--- config.mk ---
export PLATFORM = sky130hd
export DESIGN_NAME = pc_gen
export DESIGN_NICKNAME = d
export VERILOG_FILES = /design/src/rtl/pc_pkg.sv /design/src/rtl/pc_prio_sel.sv /design/src/rtl/pc_gen.sv
export SDC_FILE = /design/constraint.sdc
export NUM_CORES = 1
export LEC_CHECK = 0
export BUFFER_PORTS_ARGS = -buffer_cell sky130_fd_sc_hd__buf_4
export CAP_MARGIN = 20
export CORE_MARGIN = 8
export CORE_UTILIZATION = 30
export DETAILED_ROUTE_END_ITERATION = 6
export PLACE_DENSITY_LB_ADDON = 0.3
export SYNTH_ARGS = -nofsm -noshare
export SYNTH_HDL_FRONTEND = slang
export SYNTH_HIERARCHICAL = 1
export SYNTH_SLANG_ARGS = --single-unit
--- constraint.sdc ---
create_clock -name clk -period 2.5 [get_ports clk]
set_input_delay 0.125 -clock clk [delete_from_list [all_inputs] [get_ports clk]]
set_output_delay 0.125 -clock clk [all_outputs]
set_load 0.005 [all_outputs]
--- src/rtl/pc_pkg.sv ---
// Shared types and defaults for the fetch PC generator.
package pc_pkg;

  typedef enum logic [0:0] {RUN, FAULT} state_e;

  localparam logic [31:0] DEFAULT_RESET_PC = 32'hbfc00000;
  localparam int unsigned DEFAULT_INC      = 4;
  localparam int unsigned MAX_SRC          = 32;

  // Callers truncate the result to their channel count.
  function automatic logic [MAX_SRC-1:0] onehot(input int unsigned idx);
    logic [MAX_SRC-1:0] one;
    one = {{(MAX_SRC-1){1'b0}}, 1'b1};
    return one << idx;
  endfunction

endpackage

--- src/rtl/pc_prio_sel.sv ---
// Fixed-priority selector over N_SRC request channels; index 0 wins.
module pc_prio_sel
  import pc_pkg::*;
#(
  parameter int unsigned N_SRC = 4,
  parameter int unsigned WIDTH = 32,
  localparam int unsigned IDXW = (N_SRC > 1) ? $clog2(N_SRC) : 1
) (
  input  logic [N_SRC-1:0]       valid,
  input  logic [N_SRC*WIDTH-1:0] targets,
  output logic                   any,
  output logic [IDXW-1:0]        idx,
  output logic [N_SRC-1:0]       sel_oh,
  output logic [WIDTH-1:0]       target
);

  always_comb begin
    idx    = '0;
    target = '0;
    // Walk from lowest priority upward so the lowest index overwrites last.
    for (int i = int'(N_SRC) - 1; i >= 0; i--) begin
      if (valid[i]) begin
        idx    = IDXW'(i);
        target = targets[i*WIDTH +: WIDTH];
      end
    end
    any    = |valid;
    sel_oh = any ? N_SRC'(onehot(32'(idx))) : '0;
  end

endmodule

--- src/rtl/pc_gen.sv ---
// Fetch PC generator: sequential advance, prioritised redirects with stall capture,
// and a fault state for misaligned fetch addresses.
module pc_gen
  import pc_pkg::*;
#(
  parameter int unsigned       WIDTH      = 32,
  parameter int unsigned       N_SRC      = 4,
  parameter logic [WIDTH-1:0]  RESET_PC   = WIDTH'(DEFAULT_RESET_PC),
  parameter int unsigned       INC        = DEFAULT_INC,
  parameter int unsigned       ALIGN_BITS = 2
) (
  input  logic                   clk,
  input  logic                   rst,
  input  logic [N_SRC-1:0]       redir_valid,
  input  logic [N_SRC*WIDTH-1:0] redir_pc,
  input  logic                   pc_ready,
  output logic [WIDTH-1:0]       pc,
  output logic                   pc_valid,
  output logic                   pc_adel,
  output logic                   pend_valid,
  output logic [N_SRC-1:0]       redir_src
);

  localparam int unsigned IDXW = (N_SRC > 1) ? $clog2(N_SRC) : 1;

  state_e           state_q, state_d;
  logic [WIDTH-1:0] pc_q, pc_d;
  logic             pend_valid_q, pend_valid_d;
  logic [IDXW-1:0]  pend_idx_q, pend_idx_d;
  logic [WIDTH-1:0] pend_pc_q, pend_pc_d;
  logic [N_SRC-1:0] redir_src_q, redir_src_d;

  logic             live_any;
  logic [IDXW-1:0]  live_idx;
  logic [N_SRC-1:0] live_oh;
  logic [WIDTH-1:0] live_target;

  logic             live_wins;
  logic             take_redir;
  logic [IDXW-1:0]  sel_idx;
  logic [WIDTH-1:0] sel_pc;

  pc_prio_sel #(
    .N_SRC (N_SRC),
    .WIDTH (WIDTH)
  ) u_live_sel (
    .valid   (redir_valid),
    .targets (redir_pc),
    .any     (live_any),
    .idx     (live_idx),
    .sel_oh  (live_oh),
    .target  (live_target)
  );

  // A live request beats the pending one on equal index so the newest target sticks.
  assign live_wins  = live_any && (!pend_valid_q || (live_idx <= pend_idx_q));
  assign take_redir = live_wins || pend_valid_q;
  assign sel_idx    = live_wins ? live_idx    : pend_idx_q;
  assign sel_pc     = live_wins ? live_target : pend_pc_q;

  always_ff @(posedge clk or posedge rst) begin
    if (rst) begin
      state_q      <= RUN;
      pc_q         <= RESET_PC;
      pend_valid_q <= 1'b0;
      pend_idx_q   <= '0;
      pend_pc_q    <= '0;
      redir_src_q  <= '0;
    end else begin
      state_q      <= state_d;
      pc_q         <= pc_d;
      pend_valid_q <= pend_valid_d;
      pend_idx_q   <= pend_idx_d;
      pend_pc_q    <= pend_pc_d;
      redir_src_q  <= redir_src_d;
    end
  end

  always_comb begin
    state_d      = state_q;
    pc_d         = pc_q;
    pend_valid_d = pend_valid_q;
    pend_idx_d   = pend_idx_q;
    pend_pc_d    = pend_pc_q;
    redir_src_d  = redir_src_q;

    unique case (state_q)
      RUN: begin
        if (pc_ready && !pc_adel) begin
          pend_valid_d = 1'b0;
          if (take_redir) begin
            pc_d        = sel_pc;
            redir_src_d = N_SRC'(onehot(32'(sel_idx)));
          end else begin
            pc_d        = pc_q + WIDTH'(INC);
            redir_src_d = '0;
          end
        end else begin
          // Stall, or a misaligned fetch accepted into FAULT: keep redirects pending.
          if (pc_ready) state_d = FAULT;
          if (live_wins) begin
            pend_valid_d = 1'b1;
            pend_idx_d   = live_idx;
            pend_pc_d    = live_target;
          end
        end
      end
      FAULT: begin
        if (take_redir) begin
          state_d      = RUN;
          pc_d         = sel_pc;
          pend_valid_d = 1'b0;
          redir_src_d  = N_SRC'(onehot(32'(sel_idx)));
        end
      end
      default: state_d = RUN;
    endcase
  end

  always_comb begin
    pc         = pc_q;
    pc_valid   = (state_q == RUN);
    pc_adel    = pc_valid && (pc_q[ALIGN_BITS-1:0] != '0);
    pend_valid = pend_valid_q;
    redir_src  = redir_src_q;
  end

endmodule

* Word-level counts from Yosys, hierarchy flattened
Index checks and enable logic that the tools add are counted. Widths: inputs -> output; s select.
Word-level totals: word-level logic and storage cells 52, register bits after elaboration 72, output and inout port bits 39
Cells by class: $lt $le $gt $ge 1, mux-type cells 26, add/sub/neg operators 1, eq/ne operators 3, reductions and logical operators 12, shift operators 1, bitwise operators 2
Operators by type and width (number):
- $mux 32 | 8
- $pmux 32 s2 | 1
- $add 32x3->32 const B | 1
- $mux 4 | 3
- $mux 2 | 5
- $pmux 4 s2 | 1
- $mux 1 | 6
- $reduce_and 2->1 | 3
- $ne 2x1->1 const B | 2
- $pmux 1 s2 | 2
- $reduce_or 4->1 | 1
- $shl 1x2->4 const A | 1
- $logic_and 1x1->1 | 3
- $ne 3x1->1 const B | 1
- $le 2x2->1 | 1
- $logic_not 1->1 | 2
- $logic_or 1x1->1 | 2
- $not 1->1 | 2
- $reduce_bool 2->1 | 1

* Depth between registers and ports, before layout
Gate-level depths: netlist of the first run.
depth in word-level cells 12, depth in mapped cells 15, gate-level depth less buffers 10

* Hierarchy
The synthesis of the first run kept the hierarchy.
By module, submodules not included:
- pc_gen | instances 1, cells each 383, area each 3955.0 um^2
- pc_prio_sel | instances 1, cells each 128, area each 869.6 um^2

* Worst setup path after synthesis of the first run
Ideal clock, no wire load.
path kind in2reg, from input port redir_valid[2], to register pend_idx_q[1], data arrival time 2.426 ns, data required time 2.375 ns, cell stages on the path 15, path slack -0.050 ns, setup time 0.125 ns, cell sequence buf_6 nor2b_4 buf_6 buf_6 nor2_1 nor2_1 inv_1 ha_1 nand2_1 o211ai_2 and2_1 buf_2 nand3_1 buf_2 mux2_2
On the way: cells in the longest elaborated chain, start to end 7, elaborated cells between the ends (all ways) 8
Ends and longest elaborated chain:
- start: declaration | RTL line pc_gen.sv:14 | input logic [N_SRC-1:0] redir_valid,
- $mux 2 (3 in a row) | RTL line pc_prio_sel.sv:22 | if (valid[i]) begin
- net live_idx[0] | RTL line pc_gen.sv:34 | logic [IDXW-1:0] live_idx;
- $le 2x2->1 | RTL line pc_gen.sv:56 | assign live_wins = live_any && (!pend_valid_q || (live_idx <= pend_idx_q));
- $logic_or 1x1->1 | RTL line pc_gen.sv:56
- $logic_and 1x1->1 | RTL line pc_gen.sv:56
- $mux 2
- end signal: assignment | RTL line pc_gen.sv:73 | pend_idx_q <= pend_idx_d;
- end: declaration | RTL line pc_gen.sv:29 | logic [IDXW-1:0] pend_idx_q, pend_idx_d;
The timed path passes the listed nets, and every way through them passes these cells. A chain may end at the register's enable or synchronous reset.

* Final worst setup path of the first run
from register pc_q[3] (netlist: pc[3]), to register pc_q[28] (netlist: pc[28])
On the way: cells in the longest elaborated chain, start to end 4
Ends and longest elaborated chain:
- start: declaration | RTL line pc_gen.sv:27 | logic [WIDTH-1:0] pc_q, pc_d;
- start signal: assignment | RTL line pc_gen.sv:71 | pc_q <= pc_d;
- $add 32x3->32 | RTL line pc_gen.sv:95 | pc_d = pc_q + WIDTH'(INC);
- $mux 32 | RTL line pc_gen.sv:91 | if (take_redir) begin
- $mux 32 | RTL line pc_gen.sv:89 | if (pc_ready && !pc_adel) begin
- $pmux 32 s2 | RTL line pc_gen.sv:87 | unique case (state_q)
Every way passes these cells. The select of a mux whose other input is x is not followed.

==> metrics.txt, run 1 <==
number of max-capacitance violations reported 0; final hold viol count 0; antenna cells 0; combinational share of power 48.8%; worst hold path class in2reg; headroom to the max-slew limit 48.6%; cell area after synthesis 4800 µm²; total length of routed wires 17400 µm; number of rows in the core area 46; hold wc startpoint pc_ready; overall power 7020 µW; register share of total power 34.7%; Worst Hold End state_q; Die Y 143 µm; starting utilization of the core area 30.5%; area of the core 15800 µm²; launching point of the worst reg2reg path pc[3]; shortest period the worst path allows 2.23 ns; P_sw 2730 µW; setup slack of the most critical reg-to-reg path 0.27 ns; grt ovf 0; critical path type reg2reg; Chip Width 143 µm; final-report setup violation count 0; standby leakage power 0.00286 µW; clock latency reported for the late side of the worst-skew pair 0.34 ns; HPWL Detailed 13700 µm; number of cells on the worst hold path 3; number of warnings issued by yosys 6; global-route wire length before repair 27300 µm; routed wire length per instance 19.2 µm; fraction of layout cells with a size suffix above 1 42.4%; weighted congestion at the end of routability-driven global placement 0.883; type of element capturing the critical path flop; part of the cycle the worst path needs 89.1%; clock share of power 16.6%; Clock Tree Root sky130_fd_sc_hd__clkbuf_16; total of buffers placed on input and output ports 173; final number of max-transition violations 0; RSZ-0062 raised after global routing no; cells after synthesis 507; area overhead of the layout relative to synthesis 40.0%; Resize count post-CTS 0; Pwr Density 1040 nW/µm²; antenna violations before repair 0; number of vias per cell after detailed routing 5.51; type of element launching the critical path flop; required time of the worst setup path 2.75 ns; net count after synthesis 645; outcome finished, final reports clean; Layout Cells excl Fill 907; top-level I/O count 174; H-tree depth 3; count of TritonRoute iterations in the first routing pass 5; Detailed Route Iter0 Violations 382; Total Die Area 20300 µm²; pre-CTS setup slack 0.127 ns; worst-case reg-to-reg path depth 6; syn avg cell area 9.48 µm²; total internal power 4290 µW; final cell utilization of the core 42.7%; worst reg2reg path endpoint pc[28]; final antenna-violating net count 0; # nets final 824; GRT Total Usage 17.0%; post-CTS setup buffer count 0; clock tree sinks 72; CTS tree done; number of cells after detailed placement 890; final instance area 6730 µm²; TritonCTS Buffers 9; clock transition time at the flip-flop clock pins of the worst setup and hold paths 0.05 ns; number of vias after detailed routing 4995; Post-CTS Hold Fix Bufs 1; switching part of the total power 38.9%; slew at the pin closest to its max-slew limit 0.771 ns; Final Worst Setup Slack 0.274 ns; placed cell area 6450 µm²; critical path arrival 2.47 ns; largest vdd supply drop 0.000482 V; number of global-route vias before repair 5237; maximum number of pins on one net before global-route repair 73; final clock skew 0.00749 ns; Clock Tree Buf Depth 2; Max Clk Rate 0.449 GHz; residual DRC count 0; CP Max Fanout 6
-- power groups by stage --
stage / Sequential [µW] / Clock, µW / Combinational, µW
3_3_place_gp: 2400 / 0 / 3360
4_1_cts: 2420 / 1180 / 3440
5_1_grt: 2530 / 1230 / 3730
3_5_place_dp: 2440 / 0 / 3430
6_report: 2440 / 1160 / 3430
2_1_floorplan: 2270 / 0 / 2020
-- state kept, by name (all words and copies together) (netlist names) --
| signal | count |
|---|---|
| state_q | 1 |
| redir_src | 4 |
| pend_pc_q | 32 |
| pc | 32 |
| pend_idx_q | 2 |
| pend_valid | 1 |
-- layout make-up --
type | instances | area (µm²)
multi-input combinational | 387 | 2730
timing repair buffer | 208 | 1610
sequential | 72 | 1810
clock buffer | 12 | 246
inverter | 8 | 30.0
clock inverter | 4 | 20.0
fill | 1588 | 9040
tap | 216 | 270
-- worst max-delay path, stage by stage, from the launching register on --
cell and delay [ns]:
sky130_fd_sc_hd__dfrtp_1 0.46, sky130_fd_sc_hd__ha_1 0.28, sky130_fd_sc_hd__nand3_2 0.16, sky130_fd_sc_hd__nor4_4 0.37
sky130_fd_sc_hd__nand2_2 0.09, sky130_fd_sc_hd__or4_4 0.52, sky130_fd_sc_hd__a221oi_2 0.25
-- placed cells by master, fill, tap and decap left out, drive strengths merged, types with 3 or more instances in the layout --
cell	n
mux2i	23
clkbuf	12
o22ai	33
and4	5
inv	8
o221ai	5
nand3	21
a211oi	7
a221o	4
or4	3
ha	3
o311ai	3
a22oi	31
a21boi	4
nand2	38
dfstp	9
and3	5
clkinv	4
o211ai	11
nor4	8
dfrtp	63
mux2	37
a31oi	8
o21ai	14
nor2	30
nand4	13
a221oi	4
nor3	7
buf	207
a21oi	42
-- stage by stage --
stage	hold WS (ns)	setup TNS [ns]
after global placement	0.248	0
after floorplan	0.239	-1.40
after CTS	0.00959	0
after detailed placement	0.252	0
final	0.0227	0
after global routing	0.0266	0
-- routing by layer --
layer | global-route usage, % | routed length, µm | share of wire, % | up-vias
met1 | 22.6 | 8140 | 47 | 2375
met5 | 0 | 0 | 0 | -
met2 | 26.1 | 7680 | 44 | 247
met3 | 4.60 | 1310 | 7.5 | 32
li1 | - | - | - | 2341
met4 | 5.43 | 288 | 1.7 | 0
-- how the worst max path moves through the flow --
stage | from | endpoint | slack [ns] | cells after the start
after floorplan | redir_valid[2] | pend_idx_q[1] | -0.05 | 15
after global placement | redir_valid[2] | pc[21] | 0.16 | 12
after detailed placement | redir_valid[2] | pc[21] | 0.13 | 12
after CTS | pc[3] | pc[28] | 0.29 | 6
after global routing | pc[3] | pc[28] | 0.17 | 6
final | pc[3] | pc[28] | 0.27 | 6
No activity file was read; power rests on OpenSTA's default activity.
==> run 2, diff against run 1 <==
- REMOVE_ABC_BUFFERS: not set -> 1
==> run 2 against run 1 <==
Net effect: global-route usage grew 0.13 points; register-to-register slack is essentially flat; cell count grew 0.44%; clock skew is essentially flat; die area is the same; clock-buffer cell count shrank 1; total power grew 0.29%; routed wire length grew 0.45%; maximum frequency shrank 0.36%; combinational power shrank 2%; largest cell class unchanged; highest routed layer unchanged.
==> metrics.txt, run 2 (same netlist as run 1, synthesis figures left out) <==
total length of routed wires 17500 µm (+0.45%); hold wc startpoint pc_ready; critical path arrival 2.44 ns (-0.03 ns); crit path cell chain inv_1 > ha_1 > nor2b_1 > o211ai_2 > and2_2 > nand3_2 > buf_12 > mux2_1; Clock Tree Buf Depth 2 (unchanged); post-CTS setup buffer count 0 (unchanged); H-tree depth 3 (unchanged); required time of the worst setup path 2.71 ns (-0.04 ns); antenna violations before repair 1 (+1); HPWL Detailed 13600 µm (-0.76%); final hold viol count 0 (unchanged); worst-case reg-to-reg path depth 8 (+2); area of the core 15800 µm² (unchanged); final clock skew 0.00711 ns (-0.000383 ns); Detailed Route Iter0 Violations 325 (-15%); number of vias per cell after detailed routing 5.36 (-2.7%); outcome finished, final reports clean; clock tree sinks 72 (unchanged); standby leakage power 0.00289 µW (+0.82%); slew at the pin closest to its max-slew limit 0.639 ns (-0.133 ns); largest vdd supply drop 0.000460 V (-4.6%); worst hold path class in2reg; final hold slack 0.0131 ns (-0.00965 ns); area overhead of the layout relative to synthesis 40.7%; final cell utilization of the core 42.9% (+0.21 points); residual DRC count 0 (unchanged); fraction of layout cells with a size suffix above 1 43.4% (+0.97 points); part of the cycle the worst path needs 89.4% (+0.32 points); setup slack of the most critical reg-to-reg path 0.27 ns (about the same); clock latency reported for the late side of the worst-skew pair 0.33 ns (about the same); TritonCTS Buffers 9 (unchanged); most frequent cells in the layout sky130_fd_sc_hd__buf_4, sky130_fd_sc_hd__dfrtp_1, sky130_fd_sc_hd__a21oi_1; Pwr Density 1040 nW/µm² (-0.21%); clock transition time at the flip-flop clock pins of the worst setup and hold paths 0.06 ns (about the same); type of element capturing the critical path flop; critical path type reg2reg; RSZ-0062 raised after global routing no; launching point of the worst reg2reg path pend_idx_q[1]; Critical Path Max Stage Delay 0.40 ns (-0.12 ns); Layout Cells excl Fill 911 (+0.44%); grt ovf 0 (unchanged); maximum number of pins on one net before global-route repair 33 (-55%); total of buffers placed on input and output ports 173 (unchanged); starting utilization of the core area 30.5% (unchanged); number of max-capacitance violations reported 0 (unchanged); Worst Hold End state_q; type of element launching the critical path flop; leading cell type in the layout, fill and taps excluded sky130_fd_sc_hd__buf_4; final number of max-transition violations 0 (unchanged); number of cells after detailed placement 894 (+0.45%); final-report setup violation count 0 (unchanged); count of fill cells added during filler insertion 1600 (+0.76%); CP Max Fanout 27 (+21); number of vias after detailed routing 4884 (-2.2%); number of rows in the core area 46 (unchanged); final antenna-violating net count 0 (unchanged); Critical-path top delay cell sky130_fd_sc_hd__dfrtp_1; number of cells on the worst hold path 3 (unchanged); number of global-route vias before repair 5208 (-0.55%); routed wire length per instance 19.2 µm (about the same); headroom to the max-slew limit 57.4% (+8.8 points); shortest period the worst path allows 2.23 ns (+0.00797 ns); GRT Total Usage 17.1% (+0.13 points); Chip Width 143 µm (unchanged); # nets final 828 (+0.49%); count of TritonRoute iterations in the first routing pass 5 (unchanged); Clock Tree Root sky130_fd_sc_hd__clkbuf_16; weighted congestion at the end of routability-driven global placement 0.915 (+3.6%); global-route wire length before repair 27600 µm (+1.0%); Die Y 143 µm (unchanged); Max Clk Rate 0.448 GHz (-0.36%); worst reg2reg path endpoint pend_pc_q[2]; top-level I/O count 174 (unchanged); CTS tree done; Total Die Area 20300 µm² (unchanged)
run 2: what timing repair did:
action | 4_1_cts | 5_1_grt
endpoints found under the setup margin | 0 | 1
endpoints found under the hold margin | 28 | 0
gates resized for setup | 0 | 1
hold buffers | 1 | 0
run 2: power by group:
| part | leakage [µW] | switching (µW) | internal (µW) |
|---|---|---|---|
| registers | 0.000832 | 606 | 1810 |
| logic | 0.00191 | 1600 | 1770 |
| clock network | 0.000145 | 466 | 789 |
run 2: metal layers:
metal / part of all wire, % / vias to the layer above / routed length [µm] / global-route usage, %
li1: - / 2359 / - / -
met1: 43 / 2344 / 7500 / 20.6
met2: 50 / 164 / 8690 / 29.3
met3: 5.8 / 17 / 1020 / 4.33
met4: 1.6 / 0 / 282 / 5.03
met5: 0 / - / 0 / 0
run 2: cell type report:
class,instances,area (µm²),area share [%]
repair buffers,212,1610,23.8
clock buffers,11,243,3.59
clock inverters,4,45.0,0.666
well taps,216,270,4.00
flip-flops and latches,72,1810,26.8
diodes,1,2.50,0.0370
inverters,8,30.0,0.444
multi-input cells,387,2750,40.7
run 2: how the worst max path moves through the flow:
stage,cells past startpoint,from,slack (ns),endpoint
2_1_floorplan,10,redir_valid[3],-1.05,pend_pc_q[2]
3_3_place_gp,9,redir_valid[0],0.15,pend_pc_q[2]
3_5_place_dp,9,redir_valid[0],0.06,pend_pc_q[2]
4_1_cts,8,pend_idx_q[1],0.18,pend_pc_q[2]
5_1_grt,8,pend_idx_q[1],0.08,pc[14]
6_report,8,pend_idx_q[1],0.27,pend_pc_q[2]
run 2: worst max-delay path, delay by kind of cell (launching register included):
family,cells,cell delay [ns]
buf+inv,2,0.28
simple gates,3,0.56
compound gates,1,0.24
mux,1,0.32
flops,1,0.40
fa+ha+maj,1,0.30
run 2: per-stage QoR:
| step | setup TNS, ns | instance area [µm²] | worst slack [ns] | power, µW |
|---|---|---|---|---|
| after floorplan | -58.59 | 4560 | -1.05 | 4190 |
| after global placement | 0 | 6460 | 0.146 | 5700 |
| after detailed placement | 0 | 6460 | 0.0593 | 5830 |
| after CTS | 0 | 6760 | 0.184 | 7110 |
| after global routing | 0 | 6760 | 0.0818 | 7560 |
| final | 0 | 6760 | 0.266 | 7040 |
